<file path="config.mk">
export PLATFORM = sky130hd
export DESIGN_NAME = exec_alu_unit
export DESIGN_NICKNAME = d
export VERILOG_FILES = /design/src/rtl/exec_alu_unit.sv
export SDC_FILE = /design/constraint.sdc
export NUM_CORES = 1
export LEC_CHECK = 0
export ABC_AREA = 0
export BUFFER_PORTS_ARGS = -buffer_cell sky130_fd_sc_hd__buf_2
export CAP_MARGIN = 40
export CORE_UTILIZATION = 30
export DETAILED_ROUTE_END_ITERATION = 16
export GPL_ROUTABILITY_DRIVEN = 0
export PLACE_DENSITY = 0.6
export SLEW_MARGIN = 30
export SYNTH_ARGS = -nofsm -noshare
export SYNTH_HDL_FRONTEND = slang
export SYNTH_SLANG_ARGS = --single-unit
</file>
<file path="constraint.sdc">
create_clock -name clk -period 4.2 [get_ports clk]
set_input_delay 0.42 -clock clk [delete_from_list [all_inputs] [get_ports clk]]
set_output_delay 0.42 -clock clk [all_outputs]
set_load 0.02 [all_outputs]
</file>
<file path="src/rtl/exec_alu_unit.sv">
// Execute-stage arithmetic core: ALU control decode, operand-B select,
// 32-bit ALU and branch-target adder. Results are registered and feed EX/MEM.
module exec_alu_unit #(
  parameter int WIDTH = 32
) (
  input  logic             clk,
  input  logic             rst,
  input  logic [1:0]       alu_op,
  input  logic             alu_src,
  input  logic [WIDTH-1:0] incremented_pc,
  input  logic [WIDTH-1:0] reg_data1,
  input  logic [WIDTH-1:0] reg_data2,
  input  logic [WIDTH-1:0] sign_ext_offset,
  output logic [WIDTH-1:0] alu_result,
  output logic             zero_flag,
  output logic [WIDTH-1:0] branch_address
);

  localparam logic [2:0] ALU_AND = 3'b000;
  localparam logic [2:0] ALU_OR  = 3'b001;
  localparam logic [2:0] ALU_ADD = 3'b010;
  localparam logic [2:0] ALU_NOR = 3'b100;
  localparam logic [2:0] ALU_SUB = 3'b110;
  localparam logic [2:0] ALU_SLT = 3'b111;

  logic [2:0]       alu_ctrl;
  logic [5:0]       funct;
  logic [WIDTH-1:0] operand_b;
  logic [WIDTH-1:0] alu_value;
  logic [WIDTH-1:0] branch_sum;
  logic             slt_bit;

  assign funct     = sign_ext_offset[5:0];
  assign operand_b = alu_src ? sign_ext_offset : reg_data2;
  assign slt_bit   = ($signed(reg_data1) < $signed(operand_b));
  // Shifted-out upper offset bits are simply dropped; the add wraps mod 2^WIDTH.
  assign branch_sum = incremented_pc + (sign_ext_offset << 2);

  // Decode ALUop/funct into the ALU operation; reserved and unknown codes fall back to ADD.
  always_comb begin
    alu_ctrl = ALU_ADD;
    unique case (alu_op)
      2'b01: alu_ctrl = ALU_SUB;
      2'b10: begin
        case (funct)
          6'b100000: alu_ctrl = ALU_ADD;
          6'b100010: alu_ctrl = ALU_SUB;
          6'b100100: alu_ctrl = ALU_AND;
          6'b100101: alu_ctrl = ALU_OR;
          6'b100111: alu_ctrl = ALU_NOR;
          6'b101010: alu_ctrl = ALU_SLT;
          default:   alu_ctrl = ALU_ADD;
        endcase
      end
      default: alu_ctrl = ALU_ADD;
    endcase
  end

  // ALU datapath; arithmetic overflow is ignored.
  always_comb begin
    alu_value = '0;
    case (alu_ctrl)
      ALU_AND: alu_value = reg_data1 & operand_b;
      ALU_OR:  alu_value = reg_data1 | operand_b;
      ALU_NOR: alu_value = ~(reg_data1 | operand_b);
      ALU_SUB: alu_value = reg_data1 - operand_b;
      ALU_SLT: alu_value = {{(WIDTH-1){1'b0}}, slt_bit};
      default: alu_value = reg_data1 + operand_b;
    endcase
  end

  // Output registers toward EX/MEM; zero flag tracks the same cycle's result.
  always_ff @(posedge clk or posedge rst) begin
    if (rst) begin
      alu_result     <= '0;
      zero_flag      <= 1'b0;
      branch_address <= '0;
    end else begin
      alu_result     <= alu_value;
      zero_flag      <= (alu_value == '0);
      branch_address <= branch_sum;
    end
  end

endmodule

</file>
==> results by group, run 1 <==
STA
  • Hold Fails Final Rpt: 0
  • RSZ-0062 raised after global routing: false
  • Least-Margin Pin Slew: 842 ps
  • Headroom to the max-slew limit: a little over two fifths
  • Final setup violation count: 0
  • Fin. max-slew vios: 0
  • Highest clock rate: about 250 MHz
  • Setup_tns: 0 ps
  • Fin crit share: a little over nine tenths
  • Min Tclk post-route: around 4000 ps

Synth
  • Cells after Synth: about 1,100
  • Mean area per synthesized cell: roughly 8.2 um^2
  • Top cells by area, synth: dfrtp_1 18%, ha_1 17%, mux2i_1 6.1%, inv_1 4.6%, a21oi_1 4.2%
  • Sequential share of the synthesized area: between 10% and 20%
  • Syn nets: between 1,000 and 1,500
  • Ys async rst share: 100%
  • Number of synthesized flops with an enable pin: 0
  • Seq cells post-synth: 65
  • Unique cell type count in the Yosys netlist: between 100 and 150
  • YS warnings: 0
  • Post-synth top area share: 17.6%
  • Yosys top cell by area: dfrtp_1
  • Top_reg_cell synth: dfrtp_1
  • Mapped cell area: ~0.009 mm^2

Routing
  • Post-route ant nets: 0
  • Drt via density: between 5 and 6
  • Initial DRT Pass Iterations: 5
  • DRC violation count after routing: 0
  • WL/cell: ~19 um
  • Via Count: around 10,000
  • DRT iter0 DRCs: approximately 790
  • WL final: around 35,000 um

Placed design
  • Hpwl dp: 28,900 um
  • Port Buffers: about 200
  • Cell Count Post-Placement: between 1,500 and 2,000

Worst setup path
  • CP required: between 4000 and 5000 ps
  • CP endpoint kind: flip-flop
  • Kind of critical path: in2reg
  • CP arrival: ~4300 ps
  • CP max FO: 8
  • Worst setup SP type: input pin

Floorplanning
  • Die Ht: between 150 and 200 um
  • # IOs: between 150 and 200
  • Die area: between 0.03 and 0.04 mm^2
  • Die W: ~180 um
  • # rows: 63
  • Initial Utilization: 30.8%
  • Core Box Area: 0.0300 mm^2

GRT
  • GRT overflow: 0
  • GRT Util Overall: 21.8%
  • Initial antenna violation count: 3
  • Vias in the first global route: 9,927
  • Global-route wire length before repair: about 53,000 um
  • Largest net degree at the start of global routing: 29

Clock network
  • Root buffer cell: clkbuf_16
  • TritonCTS Buffers: 9
  • Hold buffer count at cts: 0
  • Clock Sink Count: 65
  • H-tree depth: 3
  • Clk buf depth: 2
  • CTS tree: yes
  • Clk slew on worst S/H paths: about 60 ps

Final layout
  • Register area: ~0.0016 mm^2
  • Area of the multi-input gates: approximately 0.0069 mm^2
  • Fin cells: 1,876
  • Filler Cells Inserted: approximately 3,100
  • Final-stage net count: ~1,700
  • Most common cell after layout, fill and taps aside: buf_4
  • Most frequent cells in the layout: 199 x buf_4, 196 x buf_2, 127 x ha_1, 112 x inv_1, 89 x nor2_1
  • Layout cells sized above 1: about a third
  • Syn-to-layout area delta: 33.8%

Pwr
  • PD cells: 302 mW/mm^2
  • Leak: 6.21 nW
  • Max IR drop VDD: 0.149 mV

Flow run
  • Max Cap Viol: 0

Hold path
  • Hold Crit Class: in2async

Outcome
  • Status: finished, final reports clean
power breakdown:
| group | switching [W] | leakage, nW | total [W] | internal, W |
|---|---|---|---|---|
| Sequential | 0.0000426 | 0.761 | 0.000806 | 0.000763 |
| Clock | 0.000296 | 0.153 | 0.000833 | 0.000537 |
| Combinational | 0.00120 | 5.30 | 0.00209 | 0.000883 |
| Total | 0.00154 | 6.21 | 0.00372 | 0.00218 |
cell usage after synthesis (8+ instances only):
| master | instances |
|---|---|
| ha_1 | 127 |
| nand4_1 | 10 |
| nor2b_1 | 9 |
| a31oi_1 | 12 |
| xnor2_1 | 21 |
| mux2i_1 | 56 |
| a21oi_1 | 78 |
| a221o_1 | 8 |
| inv_1 | 113 |
| o221ai_1 | 10 |
| nor2_1 | 89 |
| nor3_1 | 23 |
| or3_1 | 12 |
| o21ai_0 | 46 |
| a21o_1 | 24 |
| nand3_1 | 21 |
| o221a_2 | 12 |
| nor4_1 | 13 |
| o31ai_1 | 13 |
| nand2b_1 | 15 |
| o21bai_1 | 19 |
| o22ai_1 | 15 |
| a211oi_1 | 9 |
| a221oi_1 | 20 |
| nand2_1 | 58 |
| clkbuf_1 | 22 |
| dfrtp_1 | 65 |
| o211ai_1 | 12 |
| buf_2 | 13 |
| xor2_1 | 10 |
| o21a_1 | 9 |
registers in the layout, summed over array words and instances (netlist names):
signal / count
branch_address: 32
alu_result: 32
zero_flag: 1
timing repair:
| action | in CTS | in global routing |
|---|---|---|
| setup buffers | 0 | 2 |
| gates resized for setup | 0 | 14 |
| endpoints found under the setup margin | 0 | 2 |
| endpoints found under the hold margin | 0 | 0 |
metrics by stage:
step	power, W	util [%]	worst slack, ps	hold WS (ps)	instance area, um^2
2_1_floorplan	0.00201	-	11.2	451	9230
3_3_place_gp	0.00283	39.7	-170	534	11900
3_5_place_dp	0.00285	39.8	-264	457	11900
4_1_cts	0.00370	40.9	95.9	74.8	12200
5_1_grt	0.00394	41.2	7.22	96.2	12300
6_report	0.00372	41.2	184	69.0	12300
worst max path at each step:
stage | startpoint | depth (start not counted) | end | slack (ps)
floorplan | alu_src | 16 | zero_flag$_DFF_PP0_ | 10
global placement | alu_src | 15 | zero_flag$_DFF_PP0_ | -170
detailed placement | alu_src | 15 | zero_flag$_DFF_PP0_ | -260
CTS | alu_src | 15 | zero_flag$_DFF_PP0_ | 100
global route | alu_src | 17 | zero_flag$_DFF_PP0_ | 7
finish | alu_src | 17 | zero_flag$_DFF_PP0_ | 180
critical path: stages:
cell and delay, ps:
clkbuf_4 190, buf_4 160, mux2i_2 300, buf_4 170
inv_1 30, ha_1 210, a211oi_1 180, o21bai_1 160
o311ai_2 410, buf_4 190, a211oi_2 60, a2111o_1 400
a21o_1 180, or4b_1 510, nor4_4 330, nand3_2 160
nor4_2 220
area by class of cell:
type / instances / share of cell area [%]
Antenna cell: 1 / 0.0203
Clock buffer: 12 / 2.00
Inverter: 117 / 3.60
Clock inverter: 4 / 0.619
Tap cell: 390 / 3.95
Timing Repair Buffer: 398 / 20.5
Sequential cell: 65 / 13.2
Multi-Input combinational cell: 889 / 56.1
metal layers:
metal / track usage [%] / up-vias / wire (um)
met5: 0 / - / 23
met4: 8.01 / 4 / 986
met3: 4.54 / 61 / 2950
met2: 35.0 / 456 / 15500
met1: 28.5 / 4877 / 15500
li1: - / 4885 / -
kinds of logic (layout without fill, tap and decap cells):
kind of cell               after synthesis  after routing  synth area share, %
AOI/OAI and AO/OA                      377            377                 30.8
xor gates and xnor gates                31             31                 2.95
adders and majority gates              130            130                 17.9
buffers and inverters                  170            531                 8.28
DFF                                     65             65                 17.6
muxes                                   56             56                 6.08
other                                    0              1                    0
and+or+nand+nor                        295            295                 16.4
No activity file was read; power rests on OpenSTA's default activity.
==> run 2: changes to the inputs <==
--- a/config.mk
+++ b/config.mk
@@ -6,12 +6,12 @@
 export NUM_CORES = 1
 export LEC_CHECK = 0
 export ABC_AREA = 0
-export BUFFER_PORTS_ARGS = -buffer_cell sky130_fd_sc_hd__buf_2
 export CAP_MARGIN = 40
 export CORE_UTILIZATION = 30
 export DETAILED_ROUTE_END_ITERATION = 16
+export DONT_BUFFER_PORTS = 1
 export GPL_ROUTABILITY_DRIVEN = 0
-export PLACE_DENSITY = 0.6
+export PLACE_DENSITY = 0.55
 export SLEW_MARGIN = 30
 export SYNTH_ARGS = -nofsm -noshare
 export SYNTH_HDL_FRONTEND = slang
==> run 2 against run 1 <==
Effect of this change:
- sequential share of layout area up 2.5 points
- cell count fell by 17%
- setup slack better by 210 ps
- total power down 12%
- cell area fell by 16%
- critical path type unchanged
- critical endpoint unchanged
- highest routed layer is now met4
==> results by group, run 2 (synthesis results as in run 1) <==
Outcome
  • Status: finished, final reports clean

GRT
  • Largest net degree at the start of global routing: 33
  • GRT Util Overall: 21.2%
  • Global-route wire length before repair: approximately 51,000 um
  • Initial antenna violation count: 0
  • Vias in the first global route: around 8,900
  • GRT overflow: 0

Floorplanning
  • Initial Utilization: a little under a third
  • Core Box Area: around 0.030 mm^2
  • # rows: between 60 and 70
  • Die area: roughly 0.031 mm^2
  • Die Ht: about 180 um
  • Die W: approximately 180 um
  • # IOs: 198

Clock network
  • Clk slew on worst S/H paths: 60 ps
  • TritonCTS Buffers: 9
  • Clock Sink Count: 65
  • CTS tree: yes
  • Clk buf depth: 2
  • Root buffer cell: clkbuf_16
  • # resized after CTS: 0
  • H-tree depth: 3

Pwr
  • PD cells: about 310 mW/mm^2
  • Leak: 4.85 nW
  • Max IR drop VDD: approximately 0.17 mV
  • Pwr Total: about 0.0033 W

Worst setup path
  • Largest stage delay, worst path: roughly 500 ps
  • CP required: approximately 4500 ps
  • Worst setup SP type: input pin
  • Slowest CP cell: or4b_1
  • CP most frequent cell: nor4_2
  • CP max FO: 32
  • CP endpoint kind: flip-flop
  • Kind of critical path: in2reg
  • CP arrival: ~4100 ps
  • Crit path cell chain: mux2i_1 -> buf_4 -> ha_1 -> nor4_1 -> o311ai_0 -> a21oi_1 -> o21ai_0 -> a2111o_1 -> a21o_1 -> or4b_1 -> nor4_2 -> nand3_1 -> nor4_2

Final layout
  • ANT cells: 0
  • Largest registers: alu_result: 32 flops, branch_address: 32 flops, zero_flag: 1 flops
  • Most common cell after layout, fill and taps aside: ha_1
  • Register area: between 0.0015 and 0.002 mm^2
  • Filler Cells Inserted: 3,110
  • Layout cells sized above 1: about 14%
  • Most frequent cells in the layout: 127 x ha_1, 112 x inv_1, 89 x nor2_1, 85 x buf_4, 78 x a21oi_1
  • Syn-to-layout area delta: 12.7%
  • Final-stage net count: 1,433
  • Area of the multi-input gates: ~0.0068 mm^2

STA
  • Min Tclk post-route: about 3800 ps
  • Least-Margin Pin Slew: 675 ps
  • Headroom to the max-slew limit: between 50% and 60%
  • Post-route setup slack: slightly below 400 ps
  • Final setup violation count: 0
  • Highest clock rate: roughly 260 MHz
  • Fin crit share: 90.6%
  • Hold Fails Final Rpt: 0
  • Fin. max-slew vios: 0
  • RSZ-0062 raised after global routing: false
  • Setup_tns: 0 ps

Routing
  • Via Count: 8,988
  • DRT iter0 DRCs: 599
  • Initial DRT Pass Iterations: 5
  • DRC violation count after routing: 0
  • WL final: ~33,000 um
  • Drt via density: 5.74
  • Post-route ant nets: 0
  • WL/cell: between 20 and 25 um

Placed design
  • Hpwl dp: 27,100 um
  • Port Buffers: 0
  • Dpl ws: between 90 and 100 ps

Hold path
  • Hold Crit Class: in2reg

Flow run
  • Max Cap Viol: 0
[run 2: cell count changes in the layout (fill, tap and decap cells not counted), moves of 2 or more]
cell	previous run	this run
buf_2	196	0
buf_4	199	85
clkinv_2	0	2
mux2i_1	53	56
mux2i_2	3	0
nor4_1	10	13
nor4_2	5	3
nor4b_1	3	5
nor4b_2	2	0
[run 2: worst max-delay path: cells and delay by family]
family,cells,cell delay [ps]
buf+inv,1,160
compound gates,5,1460
mux,1,200
simple gates,5,1540
fa+ha+maj,1,280
[run 2: cell type report]
| type | count | share of cell area [%] |
|---|---|---|
| clock buffer | 11 | 2.24 |
| clock inverter | 5 | 0.542 |
| timing repair buffer | 88 | 6.69 |
| sequential | 65 | 15.7 |
| tap | 390 | 4.70 |
| inverter | 117 | 4.27 |
| multi-input combinational | 889 | 65.9 |
[run 2: what timing repair did]
item                                   4_1_cts  5_1_grt
setup buffers                                0        0
endpoints found under the hold margin       14        0
hold buffers                                 1        0
[run 2: metal layers]
metal  vias up  GRT usage (%)  part of all wire, %
li1       4268              -                    -
met1      4291           26.5                   42
met2       384           34.1                   45
met3        45           7.16                   11
met4         0           6.80                  2.3
met5         -              0                    0
[run 2: final timing paths]
check	from	to	slack [ps]	cells after the start
worst max-delay path	alu_src	zero_flag$_DFF_PP0_	390	13
max in group asynchronous	rst	alu_result[21]$_DFF_PP0_	2840	3
min in group asynchronous	rst	branch_address[17]$_DFF_PP0_	540	2
worst min-delay path	incremented_pc[0]	branch_address[0]$_DFF_PP0_	90	0
[run 2: through the flow]
| step | hold WS (ps) | instances | instance area (um^2) | util, % |
|---|---|---|---|---|
| finish | 91.6 | 1565 | 10400 | 34.7 |
| global route | 74.4 | 1565 | 10400 | 34.7 |
| CTS | 73.5 | 1565 | 10400 | 34.7 |
| detailed placement | 333 | 1548 | 10100 | 33.7 |
| global placement | 452 | 1547 | 10100 | 33.6 |
| floorplan | 451 | 1124 | 9230 | - |
[run 2: where the power goes]
group,internal (W),switching (W),total [W],leakage (nW)
Sequential,0.000765,0.000247,0.00101,0.761
Clock,0.000459,0.000318,0.000777,0.139
Combinational,0.000614,0.000870,0.00148,3.95
==> run 3: changes to the inputs <==
--- a/config.mk
+++ b/config.mk
@@ -7,11 +7,13 @@
 export LEC_CHECK = 0
 export ABC_AREA = 0
 export CAP_MARGIN = 40
+export CELL_PAD_IN_SITES_DETAIL_PLACEMENT = 1
+export CELL_PAD_IN_SITES_GLOBAL_PLACEMENT = 2
 export CORE_UTILIZATION = 30
 export DETAILED_ROUTE_END_ITERATION = 16
 export DONT_BUFFER_PORTS = 1
 export GPL_ROUTABILITY_DRIVEN = 0
-export PLACE_DENSITY = 0.55
+export PLACE_DENSITY = 0.78
 export SLEW_MARGIN = 30
 export SYNTH_ARGS = -nofsm -noshare
 export SYNTH_HDL_FRONTEND = slang
==> run 3 against run 2 <==
Effect of this change:
- setup slack lost 170 ps
- sequential power is essentially flat
- total power grew 2.3%
- critical endpoint unchanged
==> results by group, run 3 (synthesis results as in run 1) <==
Worst setup path
  • Bufs and invs on worst path: 1
  • Top delay family on crit path: simple AND/OR/NAND/NOR gates
  • Worst setup SP type: input pin
  • Crit path cell chain: mux2i_1 -> inv_1 -> ha_1 -> fa_1 -> a211oi_2 -> o211a_1 -> nor2_1 -> o31a_1 -> a221o_2 -> a21o_1 -> or4_4 -> nor4_2 -> nand3_1 -> nor4_2
  • CP most frequent cell: nor4_2
  • CP max FO: 32
  • CP required: around 4500 ps
  • Slowest CP cell: or4_4
  • CP endpoint kind: flip-flop
  • CP arrival: 4230 ps
  • Kind of critical path: in2reg
  • Largest stage delay, worst path: ~530 ps

Routing
  • Via Count: ~9,000
  • Post-route ant nets: 0
  • Initial DRT Pass Iterations: 5
  • DRT iter0 DRCs: 552
  • DRC violation count after routing: 0
  • WL final: about 36,000 um
  • Drt via density: about 5.8
  • WL/cell: around 23 um

Final layout
  • Filler Cells Inserted: ~3,600
  • Most frequent cells in the layout: 127 x ha_1, 112 x inv_1, 107 x buf_4, 89 x nor2_1, 78 x a21oi_1
  • Largest registers: alu_result: 32 flops, branch_address: 32 flops, zero_flag: 1 flops
  • Syn-to-layout area delta: 14.2%
  • Layout cells sized above 1: roughly 15%
  • Final Cell Area: about 0.011 mm^2
  • Fin cells: ~1,600
  • Final-stage net count: between 1,000 and 1,500
  • ANT cells: 0
  • Most common cell after layout, fill and taps aside: ha_1

STA
  • Highest clock rate: 251 MHz
  • Fin crit share: a little over nine tenths
  • Hold Fails Final Rpt: 0
  • RSZ-0062 raised after global routing: false
  • Least-Margin Pin Slew: 786 ps
  • Min Tclk post-route: between 3000 and 4000 ps
  • Post-route setup slack: approximately 220 ps
  • Final setup violation count: 0
  • Headroom to the max-slew limit: between 40% and 50%
  • Fin. max-slew vios: 0
  • Hold_ws: 44.3 ps

Placed design
  • Area after DPL: a little over 0.01 mm^2
  • Dpl ws: -139 ps
  • Cell Count Post-Placement: between 1,500 and 2,000
  • Port Buffers: 0
  • Hpwl dp: about 30,000 um

Flow run
  • Max Cap Viol: 0

Pwr
  • Switching Share: 44.1%
  • Max IR drop VDD: approximately 0.19 mV
  • Leak: a little under 5 nW
  • Int Pwr: roughly 0.0019 W
  • Net Switching: 0.00148 W
  • Combinational share of power: 45.9%
  • Clk network pwr share: a little under a quarter
  • PD cells: between 300 and 400 mW/mm^2
  • Flop pwr share: ~30%

GRT
  • GRT overflow: 0
  • Largest net degree at the start of global routing: 37
  • Global-route wire length before repair: about 55,000 um
  • Initial antenna violation count: 0
  • GRT Util Overall: between 20% and 30%
  • Vias in the first global route: about 9,500

Clock network
  • Clk slew on worst S/H paths: 60 ps
  • Root buffer cell: clkbuf_16
  • Clk buf depth: 2
  • Hold buffer count at cts: 0
  • TritonCTS Buffers: 9
  • CTS tree: yes
  • H-tree depth: 3
  • Clock Sink Count: 65

Hold path
  • Hold Crit Class: in2async

Floorplanning
  • # IOs: 198
  • Core Box Area: between 0.02 and 0.03 mm^2
  • # rows: between 60 and 70
  • Die W: about 180 um
  • Die Ht: approximately 180 um
  • Initial Utilization: a little under a third
  • Die area: 0.0314 mm^2

Outcome
  • Status: finished, final reports clean
==> run 3: metal layers <==
metal | global-route usage [%] | share of wire (%)
met1 | 30.3 | 45
met2 | 37.3 | 46
met3 | 4.71 | 7.2
met4 | 6.77 | 2.0
met5 | 0 | 0
==> run 3: final cells by class <==
cell class                 count  area, um^2  share of cell area (%)
tap                          390         488                    4.63
clock buffer                  11         243                    2.31
multi-input combinational    889        6850                    65.1
inverter                     117         444                    4.22
sequential                    65        1630                    15.4
timing repair buffer         108         818                    7.77
clock inverter                 5        55.1                   0.523
==> run 3: path summary, 6_finish.rpt <==
path                                   start                           to  cells after the start
worst min-delay path                     rst  branch_address[3]$_DFF_PP0_                      1
worst max-delay path                 alu_src          zero_flag$_DFF_PP0_                     14
max in group asynchronous                rst     alu_result[27]$_DFF_PP0_                      2
min in group clk           incremented_pc[1]  branch_address[1]$_DFF_PP0_                      0
==> run 3: power groups by stage <==
stage | clock [W] | sequential (W) | combinational [W]
4_1_cts | 0.000815 | 0.00102 | 0.00152
6_report | 0.000799 | 0.00101 | 0.00154
2_1_floorplan | 0 | 0.000993 | 0.00102
3_3_place_gp | 0 | 0.00103 | 0.00148
5_1_grt | 0.000841 | 0.00103 | 0.00168
3_5_place_dp | 0 | 0.00103 | 0.00151
==> run 3: timing repair <==
item,CTS,global route
setup endpoints to repair,0,1
setup buffers,0,0
gates resized for setup,0,1
==> run 3: through the flow <==
step | utilization (%) | total power [W] | setup TNS [ps]
after floorplan | - | 0.00201 | 0
after global placement | 34.1 | 0.00251 | -6.95
after detailed placement | 34.1 | 0.00254 | -139
after CTS | 35.1 | 0.00335 | 0
after global routing | 35.2 | 0.00355 | 0
final | 35.2 | 0.00335 | 0
